--- config.mk ---
export PLATFORM = sky130hd
export DESIGN_NAME = layer_arbiter
export DESIGN_NICKNAME = d
export VERILOG_FILES = /design/src/rtl/layer_arbiter.sv
export SDC_FILE = /design/constraint.sdc
export NUM_CORES = 1
export LEC_CHECK = 0
export CORE_ASPECT_RATIO = 1.2
export CORE_MARGIN = 4
export CORE_UTILIZATION = 40
export DETAILED_ROUTE_END_ITERATION = 12
export PLACE_DENSITY_LB_ADDON = 0.15
export SLEW_MARGIN = 15
export SYNTH_ARGS = -nofsm -noshare
export SYNTH_HDL_FRONTEND = slang
export SYNTH_SLANG_ARGS = --single-unit
--- constraint.sdc ---
create_clock -name clk -period 2.1 [get_ports clk]
set_input_delay 0.42 -clock clk [delete_from_list [all_inputs] [get_ports clk]]
set_output_delay 0.42 -clock clk [all_outputs]
set_load 0.02 [all_outputs]
--- src/rtl/layer_arbiter.sv ---
// Frame-synchronous priority mux for five object layers over background, with per-layer blink.
// One registered stage pixel->rgbOut; config held in a one-deep pending slot (cfgReady low while full).
module layer_arbiter #(
   parameter int BLINK_FRAMES = 120,
   parameter int BLINK_HALF   = 8
) (
   input  logic        clk,
   input  logic        resetN,
   input  logic        startOfFrame,
   input  logic [4:0]  drawReq,
   input  logic [39:0] layerRGB,
   input  logic [7:0]  backGroundRGB,
   input  logic        cfgValid,
   input  logic [14:0] cfgOrder,
   output logic        cfgReady,
   output logic        cfgErr,
   input  logic [4:0]  blinkStart,
   output logic [4:0]  blinking,
   output logic [7:0]  rgbOut,
   output logic [2:0]  winLayer
);

   localparam int RW = $clog2(BLINK_FRAMES + 1);
   localparam int PW = (BLINK_HALF > 1) ? $clog2(BLINK_HALF) : 1;
   localparam logic [RW-1:0] REM_LOAD  = RW'(BLINK_FRAMES);
   localparam logic [PW-1:0] PH_LAST   = PW'(BLINK_HALF - 1);
   localparam logic [14:0]   ORD_RESET = 15'b100_011_010_001_000;

   logic [14:0]   act_ord;
   logic [14:0]   pend_ord;
   logic          pend_valid;
   logic          pend_ok;
   logic [7:0]    seen;
   logic [2:0]    chk_id;
   logic [RW-1:0] remaining [5];
   logic [PW-1:0] phase     [5];
   logic [4:0]    hidden;
   logic [7:0]    eff;
   logic [63:0]   rgb_pad;
   logic [2:0]    sel_id;
   logic [2:0]    sel_win;
   logic [7:0]    sel_rgb;

   assign cfgReady = !pend_valid;
   assign eff      = {3'b000, drawReq & ~hidden};
   assign rgb_pad  = {24'd0, layerRGB};

   always_comb begin
      for (int i = 0; i < 5; i++) begin
         blinking[i] = (remaining[i] != '0);
      end
   end

   // Valid order: every slot holds an id 0..4 and no id repeats.
   always_comb begin
      seen    = '0;
      pend_ok = 1'b1;
      chk_id  = '0;
      for (int k = 0; k < 5; k++) begin
         chk_id = pend_ord[3*k +: 3];
         if (chk_id > 3'd4 || seen[chk_id]) pend_ok = 1'b0;
         seen[chk_id] = 1'b1;
      end
   end

   // Walk from lowest to highest slot so the highest-priority requester is written last.
   always_comb begin
      sel_win = 3'd7;
      sel_rgb = backGroundRGB;
      sel_id  = '0;
      for (int k = 4; k >= 0; k--) begin
         sel_id = act_ord[3*k +: 3];
         if (eff[sel_id]) begin
            sel_win = sel_id;
            sel_rgb = rgb_pad[{sel_id, 3'b000} +: 8];
         end
      end
   end

   always_ff @(posedge clk or negedge resetN) begin
      if (!resetN) begin
         act_ord    <= ORD_RESET;
         pend_ord   <= '0;
         pend_valid <= 1'b0;
         cfgErr     <= 1'b0;
         rgbOut     <= '0;
         winLayer   <= 3'd7;
      end else begin
         rgbOut   <= sel_rgb;
         winLayer <= sel_win;
         cfgErr   <= startOfFrame && pend_valid && !pend_ok;
         if (startOfFrame && pend_valid) begin
            pend_valid <= 1'b0;
            if (pend_ok) act_ord <= pend_ord;
         end
         // Accepting only when empty means a same-cycle transfer waits for the next frame.
         if (cfgValid && !pend_valid) begin
            pend_ord   <= cfgOrder;
            pend_valid <= 1'b1;
         end
      end
   end

   always_ff @(posedge clk or negedge resetN) begin
      if (!resetN) begin
         hidden <= '0;
         for (int i = 0; i < 5; i++) begin
            remaining[i] <= '0;
            phase[i]     <= '0;
         end
      end else begin
         for (int i = 0; i < 5; i++) begin
            if (blinkStart[i]) begin
               remaining[i] <= REM_LOAD;
               phase[i]     <= '0;
               hidden[i]    <= 1'b1;
            end else if (startOfFrame && remaining[i] != '0) begin
               remaining[i] <= remaining[i] - RW'(1);
               if (remaining[i] == RW'(1)) begin
                  phase[i]  <= '0;
                  hidden[i] <= 1'b0;
               end else if (phase[i] == PH_LAST) begin
                  phase[i]  <= '0;
                  hidden[i] <= ~hidden[i];
               end else begin
                  phase[i] <= phase[i] + PW'(1);
               end
            end
         end
      end
   end

endmodule

==> flow_metrics.py <==
metrics = {
    "yosys": {
        "synthTopCellsByCount": "dfrtp_1, a21oi_1, nand2_1, nor2_1, inv_1",
        "yosys.cell_count.top_type": "dfrtp_1",
        "ys_ff_latch": 98,
        "synth-compound-area-share": 0.1994,
        "ys_seq_area_frac": 0.3219,
        "synth_xor_area_frac": 0.03549,
        "synth_top_cell_by_area": "dfrtp_1",
        "netlist_area_mm2": 0.007650,
        "ys_types": 77,
        "avgSynthCellArea_um2": 8.823,
        "synth_top_area_frac": 0.2944,
        "synth_area_leaders": "dfrtp_1, mux4_2, mux2i_1",
        "synth_mux_area_frac": 0.1313,
        "synthArstFlopShare": 1.000,
        "synth_top_family_by_area": "simple AND/OR/NAND/NOR gates",
        "synth-simple-area-share": 0.2203,
        "synth_edf_count": 0,
        "netlist_instances": 867,
        "syn_nets": 964,
        "synth-main-ff-cell": "dfrtp_1",
        "yosysWarnings": 0,
        "synth_fa_ha_area_frac": 0.03271,
    },
    "global_routing": {
        "track_usage": 0.2208,
        "antenna_found_initial": 1,
        "grt_pass1_vias": 7611,
        "gr-total-overflow": 0,
        "grt_max_degree": 41,
        "grt_pass1_wl_um": 38520,
    },
    "setup_path": {
        "cp_cell_sequence": "nor3_1 -> o311a_1 -> a2111o_1 -> nor3b_2 -> and4_4 -> buf_12 -> mux2_2",
        "timing.rr.end": "act_ord[1]",
        "r2r_cells": 7,
        "setup.worst_path.class": "register to register",
        "worstSetupEndpointType": "register",
        "regToRegSetupSlack_ns": -0.18,
        "crit_path_start_kind": "register",
        "required_ns": 2.34,
        "cp_max_fo": 9,
        "worstReg2RegStart": "pend_ord[7]",
        "cp_slowest_cell": "dfrtp_2",
        "arrival_ns": 2.53,
        "cpPeakStageDelay_ns": 0.47,
    },
    "job": {
        "cap_violations": 0,
    },
    "routing": {
        "first_pass_iters": 5,
        "remaining_drc_errors": 0,
        "top_layer": "met5",
        "ant_nets": 0,
        "wl_per_cell_um": 17.34,
        "vias": 7503,
        "dr_wl_met2_um": 11630,
        "routed_wl_um": 23490,
        "drt_iter0_drc": 491,
        "drt-met1-wl_um": 9854,
        "routed-wl-met3_um": 1311,
        "via_per_inst": 5.537,
    },
    "sta": {
        "rsz0062_at_grt": "true",
        "skew_ns": 0.006479,
        "finalHoldViolCount": 0,
        "setup_ws_ns": -0.1844,
        "max_freq_mhz": 437.8,
        "worst_slew_pin_slew_ns": 0.5505,
        "fin_crit_ns": 2.284,
        "fin_tns_setup_ns": -2.112,
        "relSlewSlack": 0.6317,
        "period_share": 1.088,
        "report.final.slew_viol_count": 0,
        "setup_viol": 15,
    },
    "place": {
        "gp_congestion": 0.9161,
        "io_buffer_count": 94,
        "dpl_cell_area_mm2": 0.01001,
        "place_hpwl_um": 17700,
    },
    "worst_hold_path": {
        "min_to": "remaining[34]",
        "worstHoldStart": "remaining[34]",
        "hold_class": "register to register",
        "whs_path_depth": 1,
    },
    "cells_and_area": {
        "final_area_mm2": 0.01068,
        "antenna_cells": 0,
        "fin_nets": 1192,
        "nFillCells": 1766,
        "drive_above_1_share": 0.2757,
        "syn_to_final_growth_pct": 39.55,
    },
    "cts": {
        "clk_latency_ns": 0.36,
        "clk_path_buf_depth": 2,
        "clkTransAtPathRegs_ns": 0.07,
        "cts_tree": "yes",
        "clockRootBuffer": "clkbuf_16",
        "cts_max_level": 3,
        "cts_buffers": 9,
        "cts.sinks": 98,
    },
    "outcome": {
        "outcome": "complete, but fails checks",
        "violations": "setup timing",
    },
    "power_and_ir_drop": {
        "p_leak_nw": 4.426,
        "ir_drop_v": 0.0004811,
        "cellPowerDensity_mw_per_mm2": 989.6,
    },
    "die": {
        "rows": 55,
        "dieArea_mm2": 0.02141,
        "die_h_um": 159.5,
        "pin_count": 95,
        "initial_utilization": 0.4057,
        "coreArea_mm2": 0.01886,
        "die_w_um": 134.2,
    },
}
==> registers in the layout (all words and copies together) (netlist names) <==
| name | count |
|---|---|
| act_ord | 15 |
| cfgErr | 1 |
| hidden | 5 |
| pend_ord | 15 |
| pend_valid | 1 |
| phase | 15 |
| remaining | 35 |
| rgbOut | 8 |
| winLayer | 3 |
==> power by group <==
group	internal, mW	leakage (nW)	switching, mW
Clock	0.876	0.139	0.787
Combinational	3.07	3.16	3.05
Sequential	2.33	1.12	0.454
Total	6.28	4.43	4.29
==> metrics by stage <==
step                      setup WS (ns)  hold slack, ns  std cells  total power, mW  utilization
after floorplan                -0.04547          0.1244        867            6.228            -
after global placement          -0.4780          0.3807       1324            8.588       0.5311
after detailed placement        -0.4932          0.3856       1324            8.621       0.5311
after CTS                       -0.1781          0.4873       1350            10.46       0.5576
after global routing            -0.2813          0.4926       1355            11.23       0.5662
final                           -0.1844          0.4863       1355            10.56       0.5662
==> per-layer routing <==
layer,vias up,GRT usage
met5,-,0
met4,2,0.07731
met3,53,0.04140
met2,242,0.3758
met1,3557,0.2799
li1,3649,-
==> worst max-delay path by stage <==
stage | startpoint | endpoint | slack [ns] | cells past startpoint
2_1_floorplan | pend_ord[4] | act_ord[11] | -0.05 | 9
3_3_place_gp | drawReq[0] | rgbOut[4] | -0.48 | 7
3_5_place_dp | drawReq[0] | rgbOut[4] | -0.49 | 7
4_1_cts | pend_ord[3] | act_ord[1] | -0.18 | 8
5_1_grt | pend_ord[4] | act_ord[1] | -0.28 | 8
6_report | pend_ord[7] | act_ord[1] | -0.18 | 7
==> cells by family (layout without fill, tap and decap cells) <==
family / count (synthesis) / count (layout)
simple gates: 314 / 314
compound gates: 227 / 227
buf+inv: 104 / 336
flops: 98 / 98
mux: 73 / 73
xor+xnor: 31 / 31
fa+ha+maj: 20 / 20
==> layout make-up <==
cell class                      instances  area (um^2)  share of cell area
Clock buffer                           11        252.7             0.02368
Clock inverter                          4        33.78            0.003165
Inverter                               42        157.7             0.01477
Multi-Input combinational cell        665         4950              0.4637
Sequential cell                        98         2471              0.2315
Tap cell                              256        320.3             0.03000
Timing Repair Buffer                  279         2490              0.2332
==> worst max-delay path: cells and delay by family (launching register included) <==
family	cells	cell delay (ns)
multiplexers	1	0.32
AO/OA/AOI/OAI	2	0.61
flip-flops	1	0.47
AND/OR/NAND/NOR	3	0.63
buffers and inverters	1	0.13
==> timing repair <==
action | 4_1_cts | 5_1_grt
setup buffers | 9 | 5
endpoints found under the setup margin | 27 | 31
hold endpoints to repair | 1 | 0
resized for setup | 45 | 33
hold buffers | 1 | 0
cloned | 1 | 0
pin swaps | 3 | 10
==> cell usage in the layout, fill, tap and decap left out, types with 11 or more instances in the layout <==
cell and instances:
mux2i_1 33, nand3_1 25, nor4_1 15, xor2_1 14, o21ai_0 21, nand2b_1 39
o22ai_1 24, a21oi_1 62, nor2b_1 13, mux4_2 18, nand3b_1 12, nand2_1 62
dfrtp_1 83, xnor2_1 17, mux2_2 14, nor3_1 28, inv_1 41, buf_4 168
a211oi_1 18, clkdlybuf4s50_1 85, a22oi_1 11, nor2_1 60, ha_1 20
Note: power is estimated with default switching activity, not from simulation.
